==> src/rtl/lsu_mem_ctrl_if.sv <==
// Bus bundle for lsu_mem_ctrl: the core-side request/response handshake and
// the byte-masked memory port.
// The slave modport is the LSU's view and the master modport is the environment's view.
// Handshake rule for both channels: a transfer happens on a rising clock edge
// where valid and ready are both 1. A producer holds valid and its payload
// steady until that edge, and valid never depends on ready.
interface lsu_mem_ctrl_if;
    logic        req_valid;
    logic        req_ready;
    logic        req_we;
    logic [2:0]  req_funct3;
    logic [31:0] req_addr;
    logic [31:0] req_wdata;
    logic        rsp_valid;
    logic        rsp_ready;
    logic [31:0] rsp_rdata;
    logic        rsp_err;
    logic        mem_cs_n;
    logic        mem_rd;
    logic [31:0] mem_addr;
    logic [3:0]  mem_be;
    logic [31:0] mem_wdata;
    logic [31:0] mem_rdata;
    logic        mem_ack;
    logic [1:0]  dbg_state;

    modport slave (
        input  req_valid, req_we, req_funct3, req_addr, req_wdata,
        input  rsp_ready, mem_rdata, mem_ack,
        output req_ready, rsp_valid, rsp_rdata, rsp_err,
        output mem_cs_n, mem_rd, mem_addr, mem_be, mem_wdata, dbg_state
    );

    modport master (
        output req_valid, req_we, req_funct3, req_addr, req_wdata,
        output rsp_ready, mem_rdata, mem_ack,
        input  req_ready, rsp_valid, rsp_rdata, rsp_err,
        input  mem_cs_n, mem_rd, mem_addr, mem_be, mem_wdata, dbg_state
    );
endinterface

==> src/rtl/lsu_mem_ctrl.sv <==
// lsu_mem_ctrl: load/store unit between execute and a byte-masked data memory.
// Decodes funct3 into byte enables, lane-aligns store data, runs one memory
// access with ack/timeout and returns one sign/zero-extended response per request.
// Optional feature macro: LSU_MISALIGN_TRAP_EN. When it is defined, a misaligned
// half or word access is answered with rsp_err instead of being truncated.
// The FSM state is visible on bus.dbg_state (IDLE=0, ACCESS=1, RESP=2).
module lsu_mem_ctrl #(
    parameter int unsigned TIMEOUT = 16
) (
    input  logic           clk,
    input  logic           rst_n,
    lsu_mem_ctrl_if.slave  bus
);

    typedef enum logic [1:0] {
        IDLE   = 2'd0,
        ACCESS = 2'd1,
        RESP   = 2'd2
    } state_e;

    localparam logic [7:0] TIMEOUT_M1 = 8'(TIMEOUT - 1);

    state_e      state_q, state_d;
    logic [7:0]  cnt_q, cnt_d;
    logic        we_q, we_d;
    logic [2:0]  f3_q, f3_d;
    logic [1:0]  off_q, off_d;
    logic [31:0] mem_addr_q, mem_addr_d;
    logic [3:0]  mem_be_q, mem_be_d;
    logic [31:0] mem_wdata_q, mem_wdata_d;
    logic [31:0] rsp_rdata_q, rsp_rdata_d;
    logic        rsp_err_q, rsp_err_d;

    logic        req_illegal;
    logic        req_misalign;
    logic [3:0]  req_be;
    logic [31:0] req_lane_wdata;
    logic [31:0] load_ext;
    logic [31:0] byte_sh;
    logic [31:0] half_sh;

    // Decode the incoming request: legality, alignment, byte enables and lane data.
    always_comb begin
        req_illegal    = 1'b0;
        req_misalign   = 1'b0;
        req_be         = 4'b0000;
        req_lane_wdata = bus.req_wdata;
        if (bus.req_we) begin
            req_illegal = (bus.req_funct3 >= 3'b011);
        end else begin
            req_illegal = (bus.req_funct3 == 3'b011) || (bus.req_funct3 == 3'b110) ||
                          (bus.req_funct3 == 3'b111);
        end
`ifdef LSU_MISALIGN_TRAP_EN
        req_misalign = ((bus.req_funct3[1:0] == 2'b01) && bus.req_addr[0]) ||
                       ((bus.req_funct3[1:0] == 2'b10) && (bus.req_addr[1:0] != 2'b00));
`else
        // Low address bits below natural alignment are simply ignored below.
        req_misalign = 1'b0;
`endif
        case (bus.req_funct3[1:0])
            2'b00: begin
                req_be         = 4'b0001 << bus.req_addr[1:0];
                req_lane_wdata = {4{bus.req_wdata[7:0]}};
            end
            2'b01: begin
                req_be         = 4'b0011 << {bus.req_addr[1], 1'b0};
                req_lane_wdata = {2{bus.req_wdata[15:0]}};
            end
            default: begin
                req_be         = 4'b1111;
                req_lane_wdata = bus.req_wdata;
            end
        endcase
    end

    // Extract the addressed lane of the raw memory word and extend it.
    always_comb begin
        byte_sh  = bus.mem_rdata >> {off_q, 3'b000};
        half_sh  = bus.mem_rdata >> {off_q[1], 4'b0000};
        load_ext = bus.mem_rdata;
        case (f3_q[1:0])
            2'b00:   load_ext = f3_q[2] ? {24'd0, byte_sh[7:0]}
                                        : {{24{byte_sh[7]}}, byte_sh[7:0]};
            2'b01:   load_ext = f3_q[2] ? {16'd0, half_sh[15:0]}
                                        : {{16{half_sh[15]}}, half_sh[15:0]};
            default: load_ext = bus.mem_rdata;
        endcase
    end

    // Next-state and captured-request logic for IDLE -> ACCESS -> RESP.
    always_comb begin
        state_d     = state_q;
        cnt_d       = cnt_q;
        we_d        = we_q;
        f3_d        = f3_q;
        off_d       = off_q;
        mem_addr_d  = mem_addr_q;
        mem_be_d    = mem_be_q;
        mem_wdata_d = mem_wdata_q;
        rsp_rdata_d = rsp_rdata_q;
        rsp_err_d   = rsp_err_q;
        case (state_q)
            IDLE: begin
                if (bus.req_valid) begin
                    we_d  = bus.req_we;
                    f3_d  = bus.req_funct3;
                    off_d = bus.req_addr[1:0];
                    if (req_illegal || req_misalign) begin
                        // Errors are answered directly without touching memory.
                        rsp_err_d   = 1'b1;
                        rsp_rdata_d = 32'd0;
                        state_d     = RESP;
                    end else begin
                        mem_addr_d  = {bus.req_addr[31:2], 2'b00};
                        mem_be_d    = req_be;
                        mem_wdata_d = req_lane_wdata;
                        cnt_d       = 8'd0;
                        state_d     = ACCESS;
                    end
                end
            end
            ACCESS: begin
                if (bus.mem_ack) begin
                    // An ack in the final counted cycle still wins over the timeout.
                    rsp_err_d   = 1'b0;
                    rsp_rdata_d = we_q ? 32'd0 : load_ext;
                    state_d     = RESP;
                end else if (cnt_q == TIMEOUT_M1) begin
                    rsp_err_d   = 1'b1;
                    rsp_rdata_d = 32'd0;
                    cnt_d       = 8'd0;
                    state_d     = RESP;
                end else begin
                    cnt_d = cnt_q + 8'd1;
                end
            end
            RESP: begin
                if (bus.rsp_ready) begin
                    state_d = IDLE;
                end
            end
            default: state_d = IDLE;
        endcase
    end

    // State and datapath registers; reset drops any in-flight request.
    always_ff @(posedge clk or negedge rst_n) begin
        if (!rst_n) begin
            state_q     <= IDLE;
            cnt_q       <= 8'd0;
            we_q        <= 1'b0;
            f3_q        <= 3'b000;
            off_q       <= 2'b00;
            mem_addr_q  <= 32'd0;
            mem_be_q    <= 4'b0000;
            mem_wdata_q <= 32'd0;
            rsp_rdata_q <= 32'd0;
            rsp_err_q   <= 1'b0;
        end else begin
            state_q     <= state_d;
            cnt_q       <= cnt_d;
            we_q        <= we_d;
            f3_q        <= f3_d;
            off_q       <= off_d;
            mem_addr_q  <= mem_addr_d;
            mem_be_q    <= mem_be_d;
            mem_wdata_q <= mem_wdata_d;
            rsp_rdata_q <= rsp_rdata_d;
            rsp_err_q   <= rsp_err_d;
        end
    end

    // Outputs decoded from state so chip select releases as soon as reset asserts.
    always_comb begin
        bus.req_ready = rst_n && (state_q == IDLE);
        bus.rsp_valid = (state_q == RESP);
        bus.rsp_rdata = rsp_rdata_q;
        bus.rsp_err   = rsp_err_q;
        bus.mem_cs_n  = (state_q != ACCESS);
        bus.mem_rd    = (state_q == ACCESS) ? ~we_q : 1'b1;
        bus.mem_addr  = mem_addr_q;
        bus.mem_be    = mem_be_q;
        bus.mem_wdata = mem_wdata_q;
        bus.dbg_state = state_q;
    end

endmodule

==> src/flat_wrapper.sv <==
// flat-port wrapper written by rule: the top's interface ports become plain ports
module lsu_mem_ctrl_flat 
#(
    parameter int unsigned TIMEOUT = 16
)
  (clk, rst_n, bus_req_valid, bus_req_we, bus_req_funct3, bus_req_addr, bus_req_wdata, bus_rsp_ready, bus_mem_rdata, bus_mem_ack, bus_req_ready, bus_rsp_valid, bus_rsp_rdata, bus_rsp_err, bus_mem_cs_n, bus_mem_rd, bus_mem_addr, bus_mem_be, bus_mem_wdata, bus_dbg_state);
  lsu_mem_ctrl_if bus_i ();
  input  logic clk;
  input  logic rst_n;
  input wire logic [$bits(bus_i.req_valid)-1:0] bus_req_valid;
  input wire logic [$bits(bus_i.req_we)-1:0] bus_req_we;
  input wire logic [$bits(bus_i.req_funct3)-1:0] bus_req_funct3;
  input wire logic [$bits(bus_i.req_addr)-1:0] bus_req_addr;
  input wire logic [$bits(bus_i.req_wdata)-1:0] bus_req_wdata;
  input wire logic [$bits(bus_i.rsp_ready)-1:0] bus_rsp_ready;
  input wire logic [$bits(bus_i.mem_rdata)-1:0] bus_mem_rdata;
  input wire logic [$bits(bus_i.mem_ack)-1:0] bus_mem_ack;
  output wire logic [$bits(bus_i.req_ready)-1:0] bus_req_ready;
  output wire logic [$bits(bus_i.rsp_valid)-1:0] bus_rsp_valid;
  output wire logic [$bits(bus_i.rsp_rdata)-1:0] bus_rsp_rdata;
  output wire logic [$bits(bus_i.rsp_err)-1:0] bus_rsp_err;
  output wire logic [$bits(bus_i.mem_cs_n)-1:0] bus_mem_cs_n;
  output wire logic [$bits(bus_i.mem_rd)-1:0] bus_mem_rd;
  output wire logic [$bits(bus_i.mem_addr)-1:0] bus_mem_addr;
  output wire logic [$bits(bus_i.mem_be)-1:0] bus_mem_be;
  output wire logic [$bits(bus_i.mem_wdata)-1:0] bus_mem_wdata;
  output wire logic [$bits(bus_i.dbg_state)-1:0] bus_dbg_state;
  assign bus_i.req_valid = bus_req_valid;
  assign bus_i.req_we = bus_req_we;
  assign bus_i.req_funct3 = bus_req_funct3;
  assign bus_i.req_addr = bus_req_addr;
  assign bus_i.req_wdata = bus_req_wdata;
  assign bus_i.rsp_ready = bus_rsp_ready;
  assign bus_i.mem_rdata = bus_mem_rdata;
  assign bus_i.mem_ack = bus_mem_ack;
  assign bus_req_ready = bus_i.req_ready;
  assign bus_rsp_valid = bus_i.rsp_valid;
  assign bus_rsp_rdata = bus_i.rsp_rdata;
  assign bus_rsp_err = bus_i.rsp_err;
  assign bus_mem_cs_n = bus_i.mem_cs_n;
  assign bus_mem_rd = bus_i.mem_rd;
  assign bus_mem_addr = bus_i.mem_addr;
  assign bus_mem_be = bus_i.mem_be;
  assign bus_mem_wdata = bus_i.mem_wdata;
  assign bus_dbg_state = bus_i.dbg_state;
  lsu_mem_ctrl #(.TIMEOUT(TIMEOUT)) u_core (.clk(clk), .rst_n(rst_n), .bus(bus_i));
endmodule
==> config.mk <==
export PLATFORM = sky130hd
export DESIGN_NAME = lsu_mem_ctrl_flat
export DESIGN_NICKNAME = d
export VERILOG_FILES = /design/src/rtl/lsu_mem_ctrl_if.sv /design/src/rtl/lsu_mem_ctrl.sv /design/src/flat_wrapper.sv
export SDC_FILE = /design/constraint.sdc
export NUM_CORES = 1
export LEC_CHECK = 0
export ABC_CLOCK_PERIOD_IN_PS = 1590
export CAP_MARGIN = 20
export CORE_MARGIN = 5
export CORE_UTILIZATION = 39
export CTS_CLUSTER_SIZE = 8
export DETAILED_ROUTE_END_ITERATION = 6
export GPL_ROUTABILITY_DRIVEN = 0
export PLACE_DENSITY = 0.76
export SLEW_MARGIN = 20
export SYNTH_ARGS = -nofsm -noshare
export SYNTH_HDL_FRONTEND = slang
export SYNTH_SLANG_ARGS = --single-unit
==> constraint.sdc <==
create_clock -name clk -period 1.59 [get_ports clk]
set_input_delay 0.159 -clock clk [delete_from_list [all_inputs] [get_ports clk]]
set_output_delay 0.159 -clock clk [all_outputs]
set_load 0.01 [all_outputs]
# Word-level counts from Yosys, hierarchy flattened

Cells that the tools add are included.

Flip-flop bits (word level): 115

$add $sub $neg: 1
Reduce and logical (&&, ||, !) cells: 12
Shift operators: 4
Multiplexer cells: 29
Bitwise logic cells: 2
Equality and inequality tests: 15
Order comparisons: 1

Operator list:

| operator            | count |
|---|---|
| $mux 32             | 7 |
| $pmux 32 s2         | 3 |
| $mux 8              | 4 |
| $shr 32x5->16       | 1 |
| $shr 32x5->8        | 1 |
| $pmux 8 s2          | 1 |
| $mux 2              | 5 |
| $add 8x1->8 const B | 1 |
| $eq 8x4->1 const B  | 1 |
| $ne 2x2->1 const B  | 4 |
| $pmux 4 s2          | 1 |
| $reduce_and 4->1    | 2 |
| $eq 2x1->1 const B  | 3 |
| $eq 3x3->1 const B  | 2 |
| $logic_not 2->1     | 3 |
| $mux 1              | 6 |
| $pmux 2 s3          | 1 |
| $reduce_and 3->1    | 2 |
| $ne 2x1->1 const B  | 2 |
| $shl 1x2->4 const A | 1 |
| $shl 2x2->4 const A | 1 |
| $eq 3x2->1 const B  | 1 |
| $ge 3x2->1 const B  | 1 |
| $ne 3x2->1 const B  | 1 |
| other kinds (7)     | 9 |

# Depth between registers and ports, before layout

Word-level depth: 7
Depth in mapped cells: 6
Depth with buffers taken out: 5

# Worst setup path before layout

Ideal clock, no wire load.

Kind: reg-to-reg
Start: reg u_core.cnt_q[0]
End: reg u_core.rsp_err_q, in the netlist u_core.bus.rsp_err
Setup slack: 0.011 ns
Stages on the path, launching flop included: 7
Clock period less this slack: 1.579 ns
Setup time: 0.139 ns
Arrival: 1.440 ns
Path through: dfrtp_1 ha_1 and3_1 a21oi_1 a2bb2oi_2 buf_2 a22oi_1

Cells in the longest elaborated chain, start to end: 3

Ends and longest elaborated chain:

| what                              | RTL line            | RTL |
|---|---|---|
| start, declared                   | lsu_mem_ctrl.sv:24  | `logic [7:0] cnt_q, cnt_d;` |
| start signal, assigned            | lsu_mem_ctrl.sv:162 | `cnt_q <= cnt_d;` |
| $eq 8x4->1                        | lsu_mem_ctrl.sv:129 | `end else if (cnt_q == TIMEOUT_M1) begin` |
| $ne 3x2->1 (no source line)       | n/a                 |  |
| $reduce_and 4->1 (no source line) | n/a                 |  |
| end signal, assigned              | lsu_mem_ctrl.sv:170 | `rsp_err_q <= rsp_err_d;` |
| end, declared                     | lsu_mem_ctrl.sv:32  | `logic rsp_err_q, rsp_err_d;` |

Every way passes these cells.
A chain may end at the register's enable or synchronous reset.

# Final worst setup path

Start: reg u_core.state_q[1], in the netlist u_core.bus.dbg_state[1]
End: reg u_core.mem_addr_q[18], in the netlist u_core.bus.mem_addr[18]

Cells in the longest elaborated chain, start to end: 2

Ends and longest elaborated chain:

| what                              | RTL line            | RTL |
|---|---|---|
| start, declared                   | lsu_mem_ctrl.sv:23  | `state_e state_q, state_d;` |
| start signal, assigned            | lsu_mem_ctrl.sv:161 | `state_q <= state_d;` |
| $logic_not 2->1                   | lsu_mem_ctrl.sv:103 | `case (state_q)` |
| $reduce_and 3->1 (no source line) | n/a                 |  |
| end signal, assigned              | lsu_mem_ctrl.sv:166 | `mem_addr_q <= mem_addr_d;` |
| end, declared                     | lsu_mem_ctrl.sv:28  | `logic [31:0] mem_addr_q, mem_addr_d;` |

Every way passes these cells.

==> out/results.tsv <==
metric	value	unit
Via density	5.27	
YS warnings	0	
Die Area	15900	um2
fin worst setup slack	-0.106	ns
Root Driver	clkbuf_16	
Crit Path Category	reg2reg	
Synth top area share	54.6	%
remaining global-route overflow	0	
critical path fanouts, max	9	
final core utilization	69.4	%
Hold/Removal Path Class	in2reg	
Pre-antenna DRT Iters	4	
largest area contributor in the netlist	dfrtp_1	
Post-synth EDFFs	0	
sequential power share	30.8	%
CP bufs+invs	4	
delay-heaviest family, CP	buffers and inverters	
critical path's slowest cell	dfrtp_1	
crit start category	flip-flop	
vias in the first global route	5215	
Sum Neg Setup Slack	-4.61	ns
fmax	590	MHz
Area after DPL	7880	um2
FF+latch count, synth	115	
critical path capture point type	flip-flop	
commonest cells in the synthesized netlist	115 x dfrtp_1, 53 x nand2_1, 42 x mux2_2	
Register Area	2880	um2
CTS tree	done	
Post-Syn Area	5270	um2
Comb power frac	46.0	%
CP Data Arrival Time	1.98	ns
Post-layout nets	839	
Tcrit/Tclk final	107	%
Ports	212	
Synth Flop Type	dfrtp_1	
vias	4856	
CTS max path bufs	2	
status	finished, violations left	
Worst-Margin Slew	0.659	ns
first-pass GRT wire length	27.8	mm
H-tree levels	4	
placed cells	863	
post-synthesis async set-or-reset flop share	100	%
Total GRT Usage	22.0	%
r2r setup slk	-0.11	ns
Core ar.	13200	um2
CP max stage delay	0.42	ns
sequential element share of the synthesized area	54.6	%
Vert. Die Dim	126	um
Initial DRC Count	297	
DRC violations left	0	
Antenna Cells	0	
Hold WS	0.362	ns
synthesized area per cell	11.5	um2
total wire length	17.8	mm
cell count along the critical path	7	
Max Cap Viol	0	
post-route insts no fill	921	
most common cell in the netlist	dfrtp_1	
fill cell count	996	
worst reg2reg path depth	7	
Top cell by count, worst path	buf_6	
CTS clk-pin slew, worst paths	0.05	ns
Final HPWL DP	12.0	mm
Initial Util	39.8	%
Final Skew	0.00560	ns
Wirelength per Cell	19.4	um
Cells after Synth	457	
Fin. Hold Viols	0	
DIE WIDTH	126	um
sequence of cells on the critical path	buf_6, nor3b_2, buf_4, nand3_4, buf_6, buf_12, mux2_4	
port bufs	209	
clk_lat worst skew	0.41	ns
share of layout cells above drive strength 1	29.4	%
final instance area	9190	um2
Core Rows	42	
Slew Limit Fails	0	
Net Switching	5.32	mW
count of different cell masters after synthesis	48	
LEAKAGE	4.03	nW
Int Power	11.2	mW
largest net degree at the start of global routing	116	
Clock Power Share	23.2	%
failing checks	setup timing	
CTS Sinks	115	
unrepaired setup endpoints after global routing	true	
headroom to the max-slew limit	56.1	%
initial antenna violation count	0	
Power Dens Cells	1790	nW/um2
top area cells in the synthesized netlist	dfrtp_1 55%, mux2_2 9.0%, mux2i_1 6.1%	
Post-DRT Antenna Nets	0	
area delta synth->final	74.6	%
final setup fails	90	
Critical Path RT	1.88	ns
footprint of the multi-input gates	2520	um2
Num CTS Buffers	17	
VDD IR max	0.000978	V
hold path depth	2	
Final Critical Period	1.70	ns
switching share of power	32.3	%
[path summary, 6_finish.rpt]
path,from,endpoint
min reg2reg,u_core.bus.mem_wdata[24],u_core.bus.mem_wdata[24]
max in group asynchronous,rst_n,u_core.bus.mem_wdata[2]
max,u_core.bus.dbg_state[1],u_core.bus.mem_addr[18]
min in group asynchronous,rst_n,u_core.bus.rsp_rdata[21]
max reg2reg,u_core.bus.dbg_state[1],u_core.bus.mem_addr[18]
min,bus_req_addr[20],u_core.bus.mem_addr[20]
[flip-flops by register name, indices dropped and copies added, names as in the netlist]
name                  flops
u_core.bus.mem_wdata     32
u_core.bus.rsp_rdata     32
u_core.bus.mem_addr      30
u_core.cnt_q              8
u_core.bus.mem_be         4
u_core.f3_q               3
u_core.bus.dbg_state      2
u_core.off_q              2
u_core.bus.rsp_err        1
u_core.we_q               1
[stage by stage]
stage / setup WS [ns] / power [mW]
global placement: -0.286 / 11.5
detailed placement: -0.351 / 11.6
CTS: -0.169 / 16.3
finish: -0.106 / 16.5
global route: -0.196 / 17.4
floorplan: 0.0106 / 7.72
[routing by layer]
layer  global-route usage, %  vias to the layer above  part of all wire [%]
li1                        -                     2219                     -
met1                    26.7                     2364                    40
met2                    34.8                      232                    47
met3                    8.38                       41                   9.8
met4                    9.84                        0                   3.0
met5                       0                        -                     0
[area by class of cell]
class                      count  share of cell area, %
clock buffer                  20                   4.97
clock inverter                11                   1.47
inverter                       7                  0.286
multi-input combinational    306                   27.4
sequential                   115                   31.3
tap                          176                   2.40
timing repair buffer         286                   32.2
[power groups by stage]
stage               Sequential [mW]  Combinational, mW  Clock [mW]
global placement               4.93               6.53           0
CTS                            5.01               7.42        3.89
detailed placement             5.00               6.65           0
global route                   5.25               8.09        4.05
finish                         5.07               7.57        3.83
floorplan                      5.44               2.28           0
[placed cells by master, fill, tap and decap left out, types with 3 or more instances in the layout]
| cell type | netlist | layout |
|---|---|---|
| o21ai_2 | 0 | 13 |
| nor2_1 | 12 | 12 |
| o221ai_1 | 7 | 7 |
| buf_12 | 0 | 7 |
| o22ai_1 | 8 | 8 |
| mux2i_1 | 32 | 32 |
| o2bb2ai_2 | 0 | 8 |
| bufinv_16 | 0 | 3 |
| nand2_4 | 0 | 6 |
| nand2b_1 | 20 | 18 |
| mux2_4 | 0 | 4 |
| a22o_1 | 24 | 24 |
| mux2_2 | 42 | 39 |
| nand2_2 | 0 | 18 |
| nand2_1 | 53 | 29 |
| clkdlybuf4s50_1 | 0 | 200 |
| buf_8 | 0 | 5 |
| dfrtp_1 | 115 | 115 |
| inv_1 | 6 | 5 |
| buf_6 | 1 | 21 |
| clkinv_2 | 0 | 6 |
| buf_4 | 3 | 39 |
| a2bb2oi_1 | 7 | 7 |
| a21oi_1 | 16 | 15 |
| o21ai_1 | 1 | 16 |
| o21ai_0 | 37 | 9 |
| clkbuf_16 | 0 | 19 |
[cell families (layout without fill, tap and decap cells)]
logic type	Yosys count	count (layout)	synth area share, %
DFF	115	115	54.6
other	1	2	0.0712
buffers and inverters	37	324	3.35
xor gates and xnor gates	1	1	0.166
muxes	76	76	15.7
and+or+nand+nor	104	104	9.48
AOI/OAI and AO/OA	122	122	16.3
adders and majority gates	1	1	0.238
[repair_timing]
action,CTS,global route
hold endpoints to repair,115,0
resized for setup,96,63
setup endpoints to repair,83,111
pin swaps,31,18
gates cloned,8,4
buffers inserted,12,9
hold buffers,1,0
No activity file was read; power rests on OpenSTA's default activity.
==> RTL edit 1 (config.mk and constraints unchanged) <==
Reset style: synchronous (`rst_n`), changed in one clocked block.
--- a/src/rtl/lsu_mem_ctrl.sv
+++ b/src/rtl/lsu_mem_ctrl.sv
@@ -147,3 +147,3 @@
     // State and datapath registers; reset drops any in-flight request.
-    always_ff @(posedge clk or negedge rst_n) begin
+    always_ff @(posedge clk) begin
         if (!rst_n) begin
Formal check against the unedited RTL: differs if rst_n is asserted again (counterexample within 4 cycles, from zero or initial values and one cycle with rst_n low); with rst_n held inactive, the same outputs for 4 cycles.
==> RTL edit 1 against the unedited design <==
  * The flow still finishes with violations (negative setup slack)
  * Routed wire length grew 3.6%
  * Count of clock-buffer cells in the layout stayed put
  * Sequential share of layout area shrank 4.3 points
  * Worst setup slack better by 0.086 ns
  * Sequential cell count did not move
  * Clock skew increased by 0.0045 ns
  * Cell area decreased by 6.9%
  * Synthesized area fell by 1.8%
  * Highest routed layer unchanged
Power is not compared: it rests on default switching activity, and its combinational part moved more than twofold at a synthesized area within 25%.
==> RTL edit 1: results (changes against the unedited design) <==
[clock_network]
clk_pin_slew_ns = 0.05  ; about the same
tritoncts.num_buffers = 17  ; unchanged
clk_latency_ns = 0.42
clockRootBuffer = clkbuf_16  ; unchanged
cts_buffer_depth = 2  ; unchanged
h-tree-depth = 4  ; unchanged

[sta]
clock_skew_ns = 0.0101  ; was 0.00560 ns
setup-violations-final = 15  ; was 90
layout_setup_ws_ns = -0.0199  ; was -0.106 ns

[logic_synthesis]
ys.flop_type = dfxtp_1  ; was dfrtp_1
synth_cell_types = 46  ; was 48
yosysSeqAreaShare = 0.445  ; was 0.546
synthArstFlopShare = 0  ; was 1.00
ys.warnings.count = 0  ; unchanged
synthTopCellsByCount = nand2_1 (139), dfxtp_1 (115), a21oi_1 (73)  ; was dfrtp_1 (115), nand2_1 (53), mux2_2 (42)
yosys-top-cells-area = dfxtp_1 (45%), nand2_1 (10%), a21oi_1 (7.1%)  ; was dfrtp_1 (55%), mux2_2 (9.0%), mux2i_1 (6.1%)

[cells_and_area]
nets = 963  ; was 839
layout-drive-gt1-share = 0.148  ; was 0.294
n_antenna_cell = 0  ; unchanged

[global_route]
grtUsageTotal = 0.223  ; was 0.220
antenna_found_initial = 0  ; unchanged
grt_pass1_vias = 5409  ; was 5215
grt_pass1_wl_um = 28400  ; was 27800 um
grt_max_degree = 47  ; was 116

[placement]
place_area_um2 = 7720  ; was 7880 um^2
hpwl_um = 13100  ; was 12000 um
port_buffers = 209  ; unchanged

[run_status]
status = finished with violations  ; unchanged
violations = negative setup slack  ; unchanged

[power]
peakVddDrop_uv = 549
p_leak_nw = 3.19

[detailed_routing]
routed_wl_um = 18500  ; was 17800 um
num_vias = 5534  ; was 4856
postRouteAntennaNets = 0  ; unchanged
firstDrtPassIters = 7  ; was 4
drtIter0Drc = 352  ; was 297

[hold_path]
hold_class = input port to flop  ; unchanged

[setup_path]
crit_path_max_fanout = 24  ; was 9
critical_path_arrival_ns = 1.95  ; was 1.98 ns

[RTL edit 1: changes by cell type in the layout (fill, tap and decap cells not counted), sizes merged, moves of 22 or more]
cell / change
nor2: +25
o2bb2ai: +22
mux2: -43
dfrtp: -115
a22o: -24
dfxtp: +115
a21oi: +55
nand2: +86
[RTL edit 1: worst max-delay path, cell delays in order, from the launching register on]
cell and delay [ns]:
dfxtp_2 0.33, ha_4 0.16, and3_4 0.18, a211o_4 0.37, a31oi_4 0.17, buf_12 0.19
o2bb2ai_1 0.14
[RTL edit 1: final timing paths]
kind	startpoint	endpoint	slack, ns	cells past startpoint
max reg2reg	u_core.cnt_q[1]	u_core.bus.rsp_rdata[3]	-0.02	6
min reg2reg	u_core.bus.mem_addr[22]	u_core.bus.mem_addr[22]	0.45	2
min	bus_req_addr[16]	u_core.bus.mem_addr[16]	0.30	3
max	u_core.cnt_q[1]	u_core.bus.rsp_rdata[3]	-0.02	6
[RTL edit 1: area by class of cell]
cell class	count	area (um^2)
inverter	4	17.5
sequential	115	2310
timing repair buffer	270	2660
clock buffer	20	457
multi-input combinational	449	2770
fill	1068	4580
clock inverter	9	133
tap	176	220
[RTL edit 1: routing by layer]
layer	GRT usage	routed length [um]	up-vias
met5	0	0	-
met4	0.110	728	0
li1	-	-	2676
met3	0.0554	1070	53
met2	0.384	9250	207
met1	0.258	7410	2598
[RTL edit 1: power by group]
| part | internal (mW) | total [mW] | switching (mW) | leakage [nW] |
|---|---|---|---|---|
| combinational | 0.868 | 1.66 | 0.790 | 1.97 |
| clock | 2.51 | 3.82 | 1.30 | 0.284 |
| sequential | 3.03 | 3.13 | 0.0958 | 0.938 |
[RTL edit 1: repair_timing]
action	4_1_cts	5_1_grt
pin swaps	2	5
setup endpoints to repair	49	96
setup buffers	0	3
cloned	2	1
hold buffers	0	0
gates resized for setup	11	28
[RTL edit 1: stage by stage]
| stage | TNS (ns) | util | worst slack [ns] | instances | total power, mW |
|---|---|---|---|---|---|
| 5_1_grt | -1.73 | 0.651 | -0.0798 | 1043 | 8.94 |
| 2_1_floorplan | -0.0176 | - | -0.0176 | 619 | 3.89 |
| 4_1_cts | -0.303 | 0.639 | -0.0335 | 1039 | 8.59 |
| 6_report | -0.0916 | 0.651 | -0.0199 | 1043 | 8.61 |
| 3_5_place_dp | -23.74 | 0.588 | -0.397 | 1008 | 4.72 |
| 3_3_place_gp | -16.46 | 0.588 | -0.270 | 1008 | 4.68 |
[RTL edit 1: kinds of logic after synthesis]
| logic type | after synthesis | synth area share |
|---|---|---|
| mux | 33 | 0.0663 |
| simple gates | 228 | 0.201 |
| buf+inv | 55 | 0.0547 |
| compound gates | 185 | 0.230 |
| flops | 115 | 0.445 |
| fa+ha+maj | 1 | 0.00242 |
| other cells | 1 | 0.000725 |
==> RTL edit 2 (config.mk and constraints unchanged) <==
Without the edit above. Build with the macro `LSU_MISALIGN_TRAP_EN` defined.
--- a/src/rtl/lsu_mem_ctrl.sv
+++ b/src/rtl/lsu_mem_ctrl.sv
@@ -6,2 +6,4 @@
 // The FSM state is visible on bus.dbg_state (IDLE=0, ACCESS=1, RESP=2).
+`define LSU_MISALIGN_TRAP_EN
+
 module lsu_mem_ctrl #(
Check against the original RTL: not equivalent (Yosys sat finds a counterexample within 4 cycles, from zero or initial values and one cycle with rst_n low).
==> RTL edit 2 against the unedited design <==
  * The run still ends with negative setup slack left
  * Cell area decreased by 2.0%
  * Synthesized area up 2.9%
  * Worst setup slack improved by 0.025 ns
  * Sequential cell count did not move
  * Combinational power is 14% lower
  * Routed wire length is 6.6% lower
  * Hold slack worse by 0.026 ns
  * Power decreased by 3.8%
  * Fmax grew 1.5%
  * Critical endpoint is now u_core.bus.rsp_rdata[12]
==> RTL edit 2: results (changes against the unedited design) <==
[power]
peakVddDrop_uv = 973  ; was 978 uV
p_leak_nw = 3.96  ; was 4.03 nW

[run_status]
violations = negative setup slack  ; unchanged
status = finished with violations  ; unchanged

[logic_synthesis]
yosysSeqAreaShare = 0.531  ; was 0.546
synthTopCellsByCount = dfrtp_1 (115), o21ai_0 (43), nand2_1 (40)  ; was dfrtp_1 (115), nand2_1 (53), mux2_2 (42)
syn_inst = 468  ; was 457
synth_cell_types = 56  ; was 48

[detailed_routing]
wl_per_cell_um = 18.0  ; was 19.4 um
routed_wl_um = 16600  ; was 17800 um
num_vias = 4812  ; was 4856
drtIter0Drc = 323  ; was 297

[setup_path]
crit_path_max_fanout = 22  ; was 9
critical_path_arrival_ns = 1.96  ; was 1.98 ns

[global_route]
grtUsageTotal = 0.203  ; was 0.220
grt_pass1_wl_um = 26200  ; was 27800 um
grt_pass1_vias = 5141  ; was 5215

[placement]
hpwl_um = 12200  ; was 12000 um
place_area_um2 = 8090  ; was 7880 um^2
place_inst = 882  ; was 863

[sta]
clock_skew_ns = 0.00455  ; was 0.00560 ns
layout_setup_ws_ns = -0.0814  ; was -0.106 ns
slew_headroom = 0.578  ; was 0.561
setup-violations-final = 60  ; was 90

[cells_and_area]
layout-drive-gt1-share = 0.240  ; was 0.294
nets = 839  ; unchanged

RTL edit 2: worst paths after layout:
| check | depth (start not counted) | slack (ns) | end | startpoint |
|---|---|---|---|---|
| max in group asynchronous | 3 | 0.66 | u_core.bus.mem_addr[31] | rst_n |
| hold / removal | 2 | 0.34 | u_core.bus.dbg_state[1] | bus_rsp_ready |
| hold reg to reg | 2 | 0.48 | u_core.bus.mem_wdata[9] | u_core.bus.mem_wdata[9] |
| setup / recovery | 8 | -0.08 | u_core.bus.rsp_rdata[12] | u_core.bus.dbg_state[0] |
| setup reg to reg | 8 | -0.08 | u_core.bus.rsp_rdata[12] | u_core.bus.dbg_state[0] |
| min in group asynchronous | 3 | 0.49 | u_core.bus.rsp_rdata[23] | rst_n |
RTL edit 2: per-layer routing:
layer	vias to the layer above	global-route usage	share of wire
met5	-	0	0
met4	0	0.0855	0.027
met3	32	0.0779	0.094
met2	209	0.337	0.49
met1	2322	0.235	0.39
li1	2249	-	-
RTL edit 2: metrics by stage:
stage	setup TNS [ns]	setup slack [ns]	hold slack, ns	util	power, mW
after floorplan	-0.915	-0.0704	-0.137	-	7.47
after global placement	-27.19	-0.338	0.344	0.588	10.9
after detailed placement	-33.69	-0.388	0.352	0.588	11.2
after CTS	-1.39	-0.0764	0.324	0.641	15.8
after global routing	-6.10	-0.150	0.337	0.654	16.7
final	-1.99	-0.0814	0.336	0.654	15.8
RTL edit 2: what timing repair did:
item                       4_1_cts  5_1_grt
setup endpoints to repair       31       80
pin swaps                        0        9
hold buffers                     1        0
gates cloned                     0        1
setup buffers                    3        8
hold endpoints to repair       115        0
gates resized for setup         23       24
RTL edit 2: layout make-up:
class | instances | area [um^2]
Clock buffer | 23 | 478
Clock inverter | 9 | 223
Fill cell | 1060 | 4760
Inverter | 9 | 36.3
Multi-Input combinational cell | 314 | 2470
Sequential cell | 115 | 2880
Tap cell | 180 | 225
Timing Repair Buffer | 276 | 2700
RTL edit 2: logic make-up after synthesis:
kind of cell               count (synthesis)  synth area share
adders and majority gates                  1           0.00231
muxes                                     75             0.159
and+or+nand+nor                          102            0.0958
DFF                                      115             0.531
other                                      1          0.000692
AOI/OAI and AO/OA                        133             0.171
buffers and inverters                     41            0.0404
RTL edit 2: worst max-delay path: stages (launching register included):
cell and delay (ns):
dfrtp_1 0.41, buf_6 0.14, nor2b_1 0.13, buf_4 0.15, buf_4 0.13, a21oi_4 0.06, buf_12 0.17, buf_12 0.13
a22o_1 0.22
RTL edit 2: power breakdown:
part / switching, mW / internal, mW
clock: 1.29 / 3.22
combinational: 2.71 / 3.80
sequential: 0.728 / 4.10
